===== src/rtl/writeback_arbiter_if.sv =====
// rtl/writeback_arbiter_if.sv - writeback arbiter pipeline, late-channel and register-file signal bundle
interface writeback_arbiter_if #(
    parameter int XLEN     = 32,
    parameter int NUM_LATE = 2
);
    logic                     stall_i;
    logic                     flush_i;
    logic                     pipe_wr_en_i;
    logic [4:0]               pipe_rd_addr_i;
    logic [1:0]               pipe_data_sel_i;
    logic [XLEN-1:0]          pipe_alu_result_i;
    logic [XLEN-1:0]          pipe_read_data_i;
    logic [XLEN-1:0]          pipe_pc_incr_i;
    logic [XLEN-1:0]          pipe_csr_data_i;
    logic [NUM_LATE-1:0]      late_valid_i;
    logic [NUM_LATE-1:0]      late_ready_o;
    logic [NUM_LATE*5-1:0]    late_rd_addr_i;
    logic [NUM_LATE*XLEN-1:0] late_data_i;
    logic                     rf_we_o;
    logic [4:0]               rf_waddr_o;
    logic [XLEN-1:0]          rf_wdata_o;
    logic [NUM_LATE-1:0]      late_retire_o;
    logic                     wb_stall_req_o;

    modport master (
        output stall_i, flush_i, pipe_wr_en_i, pipe_rd_addr_i, pipe_data_sel_i,
               pipe_alu_result_i, pipe_read_data_i, pipe_pc_incr_i, pipe_csr_data_i,
               late_valid_i, late_rd_addr_i, late_data_i,
        input  late_ready_o, rf_we_o, rf_waddr_o, rf_wdata_o, late_retire_o, wb_stall_req_o
    );

    modport slave (
        input  stall_i, flush_i, pipe_wr_en_i, pipe_rd_addr_i, pipe_data_sel_i,
               pipe_alu_result_i, pipe_read_data_i, pipe_pc_incr_i, pipe_csr_data_i,
               late_valid_i, late_rd_addr_i, late_data_i,
        output late_ready_o, rf_we_o, rf_waddr_o, rf_wdata_o, late_retire_o, wb_stall_req_o
    );
endinterface


===== src/rtl/writeback_arbiter.sv =====
// rtl/writeback_arbiter.sv - merges pipeline and buffered late results onto one register-file write port
module writeback_arbiter #(
    parameter int XLEN       = 32,
    parameter int NUM_LATE   = 2,
    parameter int DEPTH      = 2,
    parameter int STARVE_LIM = 4
) (
    input logic                 clk_i,
    input logic                 rst_i,
    writeback_arbiter_if.slave  wb
);
    localparam int PW  = (DEPTH > 1) ? $clog2(DEPTH) : 1;
    localparam int CW  = $clog2(DEPTH + 1);
    localparam int RRW = (NUM_LATE > 1) ? $clog2(NUM_LATE) : 1;
    localparam int SW  = $clog2(STARVE_LIM + 1);

    logic [4:0]          fifo_rd   [NUM_LATE][DEPTH];
    logic [XLEN-1:0]     fifo_data [NUM_LATE][DEPTH];
    logic [PW-1:0]       head      [NUM_LATE];
    logic [PW-1:0]       tail      [NUM_LATE];
    logic [CW-1:0]       count     [NUM_LATE];
    logic [NUM_LATE-1:0] nonempty, late_ready, enq, deq;
    logic [RRW-1:0]      rr, grant;
    logic                grant_valid, pipe_fire, any_pending;
    logic [SW-1:0]       starve_cnt;
    logic [XLEN-1:0]     pipe_data;
    logic                win_valid;
    logic [4:0]          win_rd;
    logic [XLEN-1:0]     win_data;
    logic                rf_we_q;
    logic [4:0]          rf_waddr_q;
    logic [XLEN-1:0]     rf_wdata_q;
    logic [NUM_LATE-1:0] retire_q;

    function automatic logic [RRW-1:0] wrap_idx(input int base, input int off);
        return RRW'((base + off) % NUM_LATE);
    endfunction

    function automatic logic [PW-1:0] ptr_inc(input logic [PW-1:0] p);
        return (p == PW'(DEPTH - 1)) ? '0 : p + PW'(1);
    endfunction

    // Ready depends only on occupancy: a same-cycle dequeue never frees a slot for an enqueue.
    always_comb begin
        nonempty   = '0;
        late_ready = '0;
        enq        = '0;
        for (int i = 0; i < NUM_LATE; i++) begin
            nonempty[i]   = (count[i] != '0);
            late_ready[i] = (count[i] != CW'(DEPTH));
            enq[i]        = wb.late_valid_i[i] & late_ready[i];
        end
    end

    assign pipe_fire   = wb.pipe_wr_en_i & ~wb.flush_i & ~wb.stall_i;
    assign any_pending = |nonempty;

    always_comb begin
        case (wb.pipe_data_sel_i)
            2'b00:   pipe_data = wb.pipe_alu_result_i;
            2'b01:   pipe_data = wb.pipe_read_data_i;
            2'b10:   pipe_data = wb.pipe_pc_incr_i;
            default: pipe_data = wb.pipe_csr_data_i;
        endcase
    end

    // Round-robin search starting at rr; the pipeline pre-empts any late grant.
    always_comb begin
        grant_valid = 1'b0;
        grant       = '0;
        for (int k = 0; k < NUM_LATE; k++) begin
            if (!grant_valid && !pipe_fire && nonempty[wrap_idx(int'(rr), k)]) begin
                grant_valid = 1'b1;
                grant       = wrap_idx(int'(rr), k);
            end
        end
    end

    always_comb begin
        deq       = grant_valid ? (NUM_LATE'(1) << grant) : '0;
        win_valid = pipe_fire | grant_valid;
        win_rd    = pipe_fire ? wb.pipe_rd_addr_i : fifo_rd[grant][head[grant]];
        win_data  = pipe_fire ? pipe_data : fifo_data[grant][head[grant]];
    end

    always_ff @(posedge clk_i) begin
        for (int i = 0; i < NUM_LATE; i++) begin
            if (enq[i]) begin
                fifo_rd[i][tail[i]]   <= wb.late_rd_addr_i[5*i +: 5];
                fifo_data[i][tail[i]] <= wb.late_data_i[XLEN*i +: XLEN];
            end
        end
    end

    always_ff @(posedge clk_i) begin
        if (rst_i) begin
            for (int i = 0; i < NUM_LATE; i++) begin
                head[i]  <= '0;
                tail[i]  <= '0;
                count[i] <= '0;
            end
            rr         <= '0;
            starve_cnt <= '0;
        end else begin
            for (int i = 0; i < NUM_LATE; i++) begin
                if (enq[i]) tail[i] <= ptr_inc(tail[i]);
                if (deq[i]) head[i] <= ptr_inc(head[i]);
                count[i] <= count[i] + CW'(enq[i]) - CW'(deq[i]);
            end
            if (grant_valid) begin
                rr         <= wrap_idx(int'(grant), 1);
                starve_cnt <= '0;
            end else if (pipe_fire && any_pending && starve_cnt != SW'(STARVE_LIM)) begin
                starve_cnt <= starve_cnt + SW'(1);
            end
        end
    end

    // Address and data hold on idle cycles; only the enable and retire strobes drop.
    always_ff @(posedge clk_i) begin
        if (rst_i) begin
            rf_we_q    <= 1'b0;
            rf_waddr_q <= '0;
            rf_wdata_q <= '0;
            retire_q   <= '0;
        end else begin
            rf_we_q  <= win_valid & (win_rd != 5'd0);
            retire_q <= deq;
            if (win_valid) begin
                rf_waddr_q <= win_rd;
                rf_wdata_q <= win_data;
            end
        end
    end

    assign wb.late_ready_o   = late_ready;
    assign wb.rf_we_o        = rf_we_q;
    assign wb.rf_waddr_o     = rf_waddr_q;
    assign wb.rf_wdata_o     = rf_wdata_q;
    assign wb.late_retire_o  = retire_q;
    assign wb.wb_stall_req_o = (starve_cnt == SW'(STARVE_LIM));
endmodule


===== src/flat_wrapper.sv =====
// flat-port wrapper written by rule: the top's interface ports become plain ports
module writeback_arbiter_flat 
#(
    parameter int XLEN       = 32,
    parameter int NUM_LATE   = 2,
    parameter int DEPTH      = 2,
    parameter int STARVE_LIM = 4
)
  (clk_i, rst_i, wb_stall_i, wb_flush_i, wb_pipe_wr_en_i, wb_pipe_rd_addr_i, wb_pipe_data_sel_i, wb_pipe_alu_result_i, wb_pipe_read_data_i, wb_pipe_pc_incr_i, wb_pipe_csr_data_i, wb_late_valid_i, wb_late_rd_addr_i, wb_late_data_i, wb_late_ready_o, wb_rf_we_o, wb_rf_waddr_o, wb_rf_wdata_o, wb_late_retire_o, wb_wb_stall_req_o);
  writeback_arbiter_if #(.XLEN(XLEN), .NUM_LATE(NUM_LATE)) wb_i ();
  input logic clk_i;
  input logic rst_i;
  input wire logic [$bits(wb_i.stall_i)-1:0] wb_stall_i;
  input wire logic [$bits(wb_i.flush_i)-1:0] wb_flush_i;
  input wire logic [$bits(wb_i.pipe_wr_en_i)-1:0] wb_pipe_wr_en_i;
  input wire logic [$bits(wb_i.pipe_rd_addr_i)-1:0] wb_pipe_rd_addr_i;
  input wire logic [$bits(wb_i.pipe_data_sel_i)-1:0] wb_pipe_data_sel_i;
  input wire logic [$bits(wb_i.pipe_alu_result_i)-1:0] wb_pipe_alu_result_i;
  input wire logic [$bits(wb_i.pipe_read_data_i)-1:0] wb_pipe_read_data_i;
  input wire logic [$bits(wb_i.pipe_pc_incr_i)-1:0] wb_pipe_pc_incr_i;
  input wire logic [$bits(wb_i.pipe_csr_data_i)-1:0] wb_pipe_csr_data_i;
  input wire logic [$bits(wb_i.late_valid_i)-1:0] wb_late_valid_i;
  input wire logic [$bits(wb_i.late_rd_addr_i)-1:0] wb_late_rd_addr_i;
  input wire logic [$bits(wb_i.late_data_i)-1:0] wb_late_data_i;
  output wire logic [$bits(wb_i.late_ready_o)-1:0] wb_late_ready_o;
  output wire logic [$bits(wb_i.rf_we_o)-1:0] wb_rf_we_o;
  output wire logic [$bits(wb_i.rf_waddr_o)-1:0] wb_rf_waddr_o;
  output wire logic [$bits(wb_i.rf_wdata_o)-1:0] wb_rf_wdata_o;
  output wire logic [$bits(wb_i.late_retire_o)-1:0] wb_late_retire_o;
  output wire logic [$bits(wb_i.wb_stall_req_o)-1:0] wb_wb_stall_req_o;
  assign wb_i.stall_i = wb_stall_i;
  assign wb_i.flush_i = wb_flush_i;
  assign wb_i.pipe_wr_en_i = wb_pipe_wr_en_i;
  assign wb_i.pipe_rd_addr_i = wb_pipe_rd_addr_i;
  assign wb_i.pipe_data_sel_i = wb_pipe_data_sel_i;
  assign wb_i.pipe_alu_result_i = wb_pipe_alu_result_i;
  assign wb_i.pipe_read_data_i = wb_pipe_read_data_i;
  assign wb_i.pipe_pc_incr_i = wb_pipe_pc_incr_i;
  assign wb_i.pipe_csr_data_i = wb_pipe_csr_data_i;
  assign wb_i.late_valid_i = wb_late_valid_i;
  assign wb_i.late_rd_addr_i = wb_late_rd_addr_i;
  assign wb_i.late_data_i = wb_late_data_i;
  assign wb_late_ready_o = wb_i.late_ready_o;
  assign wb_rf_we_o = wb_i.rf_we_o;
  assign wb_rf_waddr_o = wb_i.rf_waddr_o;
  assign wb_rf_wdata_o = wb_i.rf_wdata_o;
  assign wb_late_retire_o = wb_i.late_retire_o;
  assign wb_wb_stall_req_o = wb_i.wb_stall_req_o;
  writeback_arbiter #(.XLEN(XLEN), .NUM_LATE(NUM_LATE), .DEPTH(DEPTH), .STARVE_LIM(STARVE_LIM)) u_core (.clk_i(clk_i), .rst_i(rst_i), .wb(wb_i));
endmodule

===== config.mk =====
export PLATFORM = sky130hd
export DESIGN_NAME = writeback_arbiter_flat
export DESIGN_NICKNAME = d
export VERILOG_FILES = /design/src/rtl/writeback_arbiter_if.sv /design/src/rtl/writeback_arbiter.sv /design/src/flat_wrapper.sv
export SDC_FILE = /design/constraint.sdc
export NUM_CORES = 1
export LEC_CHECK = 0
export ABC_AREA = 1
export BUFFER_PORTS_ARGS = -buffer_cell sky130_fd_sc_hd__buf_2
export CAP_MARGIN = 15
export CORE_AREA = 2 2 129 131
export DETAILED_ROUTE_END_ITERATION = 10
export DIE_AREA = 0 0 131 133
export PLACE_DENSITY = 0.81
export SLEW_MARGIN = 20
export SYNTH_ARGS = -nofsm -noshare
export SYNTH_HDL_FRONTEND = slang
export SYNTH_SLANG_ARGS = --single-unit

===== constraint.sdc =====
create_clock -name clk_i -period 6.57 [get_ports clk_i]
set_input_delay 1.314 -clock clk_i [delete_from_list [all_inputs] [get_ports clk_i]]
set_output_delay 1.314 -clock clk_i [all_outputs]
set_load 0.05 [all_outputs]

==> impl_metrics.env <==
export IMPL_outcome="finished clean"
export IMPL_drt_wl_total_um=24500
export IMPL_grt_setup_unrepaired="no"
export IMPL_cts_sinks=200
export IMPL_yosysWarnings=0
export IMPL_area_growth_pct=22.6
export IMPL_slew_headroom_pct=36.2
export IMPL_drt_iter0_markers=652
export IMPL_period_share_pct=51.5
export IMPL_ys_ff_latch=200
export IMPL_power_per_cell_area_nw_per_um2=443
export IMPL_hpwlAfterDp_um=16700
export IMPL_first_global_vias=6977
export IMPL_clk_path_buf_depth=2
export IMPL_clock_latency_ns=0.43
export IMPL_dieArea_um2=17400
export IMPL_layout_min_cycle_time_ns=3.39
export IMPL_start_util_pct=54.3
export IMPL_die_h_um=133
export IMPL_intPower_mw=2.68
export IMPL_syn_inst=902
export IMPL_cp_end_kind="flop"
export IMPL_critPathArrivalTime_ns=3.75
export IMPL_path_clk_slew_ns=0.07
export IMPL_r2r_slack_ns=3.82
export IMPL_syn_nets=1124
export IMPL_ant_nets=0
export IMPL_path_max_fanout=48
export IMPL_p_clk_share_pct=21.1
export IMPL_tns_ns=0
export IMPL_grt_antenna_before_repair=3
export IMPL_switching_share_pct=43.8
export IMPL_place_congestion=0.845
export IMPL_grt_pass1_wl_um=35800
export IMPL_switching_power_mw=2.09
export IMPL_placementRows=47
export IMPL_fmax_mhz=295
export IMPL_h_tree_depth=4
export IMPL_wire_per_inst_um=17.8
export IMPL_skew_ns=0.0128
export IMPL_dpl_cell_count=1339
export IMPL_worst_pin_slew_ns=0.955
export IMPL_synthesis_area_um2=8780
export IMPL_holdCritStartpoint="u_core.starve_cnt[2]"
export IMPL_route_detailed_drc=0
export IMPL_ctsResizeCount=0
export IMPL_crit_type="in2reg"
export IMPL_grt_max_degree=65
export IMPL_synth_seq_area_share_pct=62.9
export IMPL_layout_nets=1360
export IMPL_p_comb_share_pct=42.5
export IMPL_crit_required_ns=6.93
export IMPL_cts_buffers=17
export IMPL_ios=259
export IMPL_start_kind="input pin"
export IMPL_total_leakage_power_nw=4.78
export IMPL_slew_violations=0
export IMPL_final_area_um2=10800
export IMPL_p_seq_share_pct=36.4
export IMPL_cts_tree="done"
export IMPL_hold_buffers=0
export IMPL_place_area_um2=10200
export IMPL_seq_area_um2=5530
export IMPL_track_usage_pct=27.4
export IMPL_r2r_start="u_core.count[0][3]"
export IMPL_die_x_um=131
export IMPL_finalNonFillerCells=1374
export IMPL_max_cap_violations=0
export IMPL_ir_drop_v=0.000294
export IMPL_root_buffer="clkbuf_16"
export IMPL_gr_total_overflow=0
export IMPL_post_cts_buffers=0
export IMPL_synth_avg_cell_area_um2=9.74
export IMPL_hold_path_class="reg2reg"
export IMPL_hold_violations=0
export IMPL_final_util_pct=66.6
export IMPL_cp_startpoint="wb_stall_i"
export IMPL_portBuffers=258
export IMPL_setup_viol=0
export IMPL_multiInputGateArea_um2=2800
export IMPL_via_per_inst=5.43
export IMPL_fp_coreArea_um2=16200
export IMPL_drive_above_1_share_pct=27.5
export IMPL_nFillCells=1289
export IMPL_firstDrtPassIters=5
export IMPL_ys_types=30
export IMPL_vias=7462
[kinds of logic (layout without fill, tap and decap cells)]
group | Yosys count | in the layout | synth area share, %
AOI/OAI and AO/OA | 120 | 120 | 8.39
xor gates and xnor gates | 2 | 2 | 0.199
adders and majority gates | 6 | 6 | 0.855
buffers and inverters | 117 | 366 | 5.66
DFF | 200 | 200 | 62.9
other | 0 | 3 | 0
and+or+nand+nor | 457 | 457 | 22.0
[worst paths after layout]
path / end / cells past startpoint
worst min register to register: u_core.starve_cnt[2] / 2
worst max-delay path: u_core.wb.rf_wdata_o[5] / 8
worst max register to register: u_core.count[0][1] / 11
worst min-delay path: u_core.starve_cnt[2] / 2
[flip-flops by register name, summed over array words and instances (netlist names)]
register / count
u_core.head: 2
u_core.fifo_rd: 20
u_core.wb.rf_we_o: 1
u_core.tail: 2
u_core.rr: 1
u_core.starve_cnt: 3
u_core.fifo_data: 128
u_core.wb.late_retire_o: 2
u_core.wb.rf_wdata_o: 32
u_core.count: 4
u_core.wb.rf_waddr_o: 5
[Yosys cell counts, drive strengths merged]
cell / instances / area [um2]
nand2: 316 / 1220
edfxtp: 152 / 4560
nand3: 105 / 551
inv: 69 / 262
dfxtp: 48 / 961
o21ai: 40 / 200
a21oi: 36 / 180
buf: 28 / 160
nor2: 27 / 106
o221ai: 27 / 236
clkbuf: 18 / 67.6
o211ai: 10 / 75.1
nand4: 7 / 43.8
ha: 6 / 75.1
a31oi: 5 / 31.3
clkinv: 2 / 7.51
xor2: 2 / 17.5
a211oi: 1 / 7.51
nor3: 1 / 5.00
o22ai: 1 / 6.26
or2: 1 / 6.26
[critical path, stage by stage]
cell and delay [ns]:
buf_2 0.10, inv_1 0.08, nand3_4 0.28, inv_1 0.79, nor2_1 0.14, inv_2 0.65
o221ai_1 0.22, a21oi_1 0.14
[stage by stage]
step                setup slack [ns]  total power, mW  hold slack (ns)
floorplan                       3.14             3.21            0.435
global placement                2.88             3.73            0.445
detailed placement              2.76             3.77            0.461
CTS                             3.21             4.77            0.471
global route                    2.90             5.05            0.490
finish                          3.18             4.77            0.473
[cell type report]
class	count	area share (%)
clock inverters	15	1.29
multi-input cells	585	26.0
diodes	3	0.0697
flip-flops and latches	200	51.3
well taps	220	2.56
inverters	71	2.50
repair buffers	263	12.3
clock buffers	17	3.95
[power by group through the flow]
stage                     Combinational (mW)  Sequential (mW)  Clock (mW)
after detailed placement                2.01             1.76           0
after CTS                               2.03             1.73        1.01
after global routing                    2.23             1.76        1.07
final                                   2.03             1.74        1.01
after floorplan                         1.12             2.09           0
after global placement                  1.98             1.75           0
[cell usage in the layout, fill, tap and decap left out, drive strengths merged]
cell type,n
a31oi,5
o22ai,1
nand2,316
dfxtp,48
clkinv,6
ha,6
xor2,2
edfxtp,152
o211ai,10
diode,3
o221ai,27
nand3,105
inv,76
nor3,1
or2,1
buf,263
a21oi,36
o21ai,40
nand4,7
bufinv,1
clkbuf,17
clkinvlp,3
a211oi,1
nor2,27
[layer usage]
metal  GRT usage (%)  share of wire, %  vias to the layer above
li1                -                 -                     3566
met1            36.9                40                     3440
met2            44.6                48                      405
met3            4.53               8.4                       51
met4            10.6               3.1                        0
met5               0                 0                        -
Note: power is estimated with default switching activity, not from simulation.
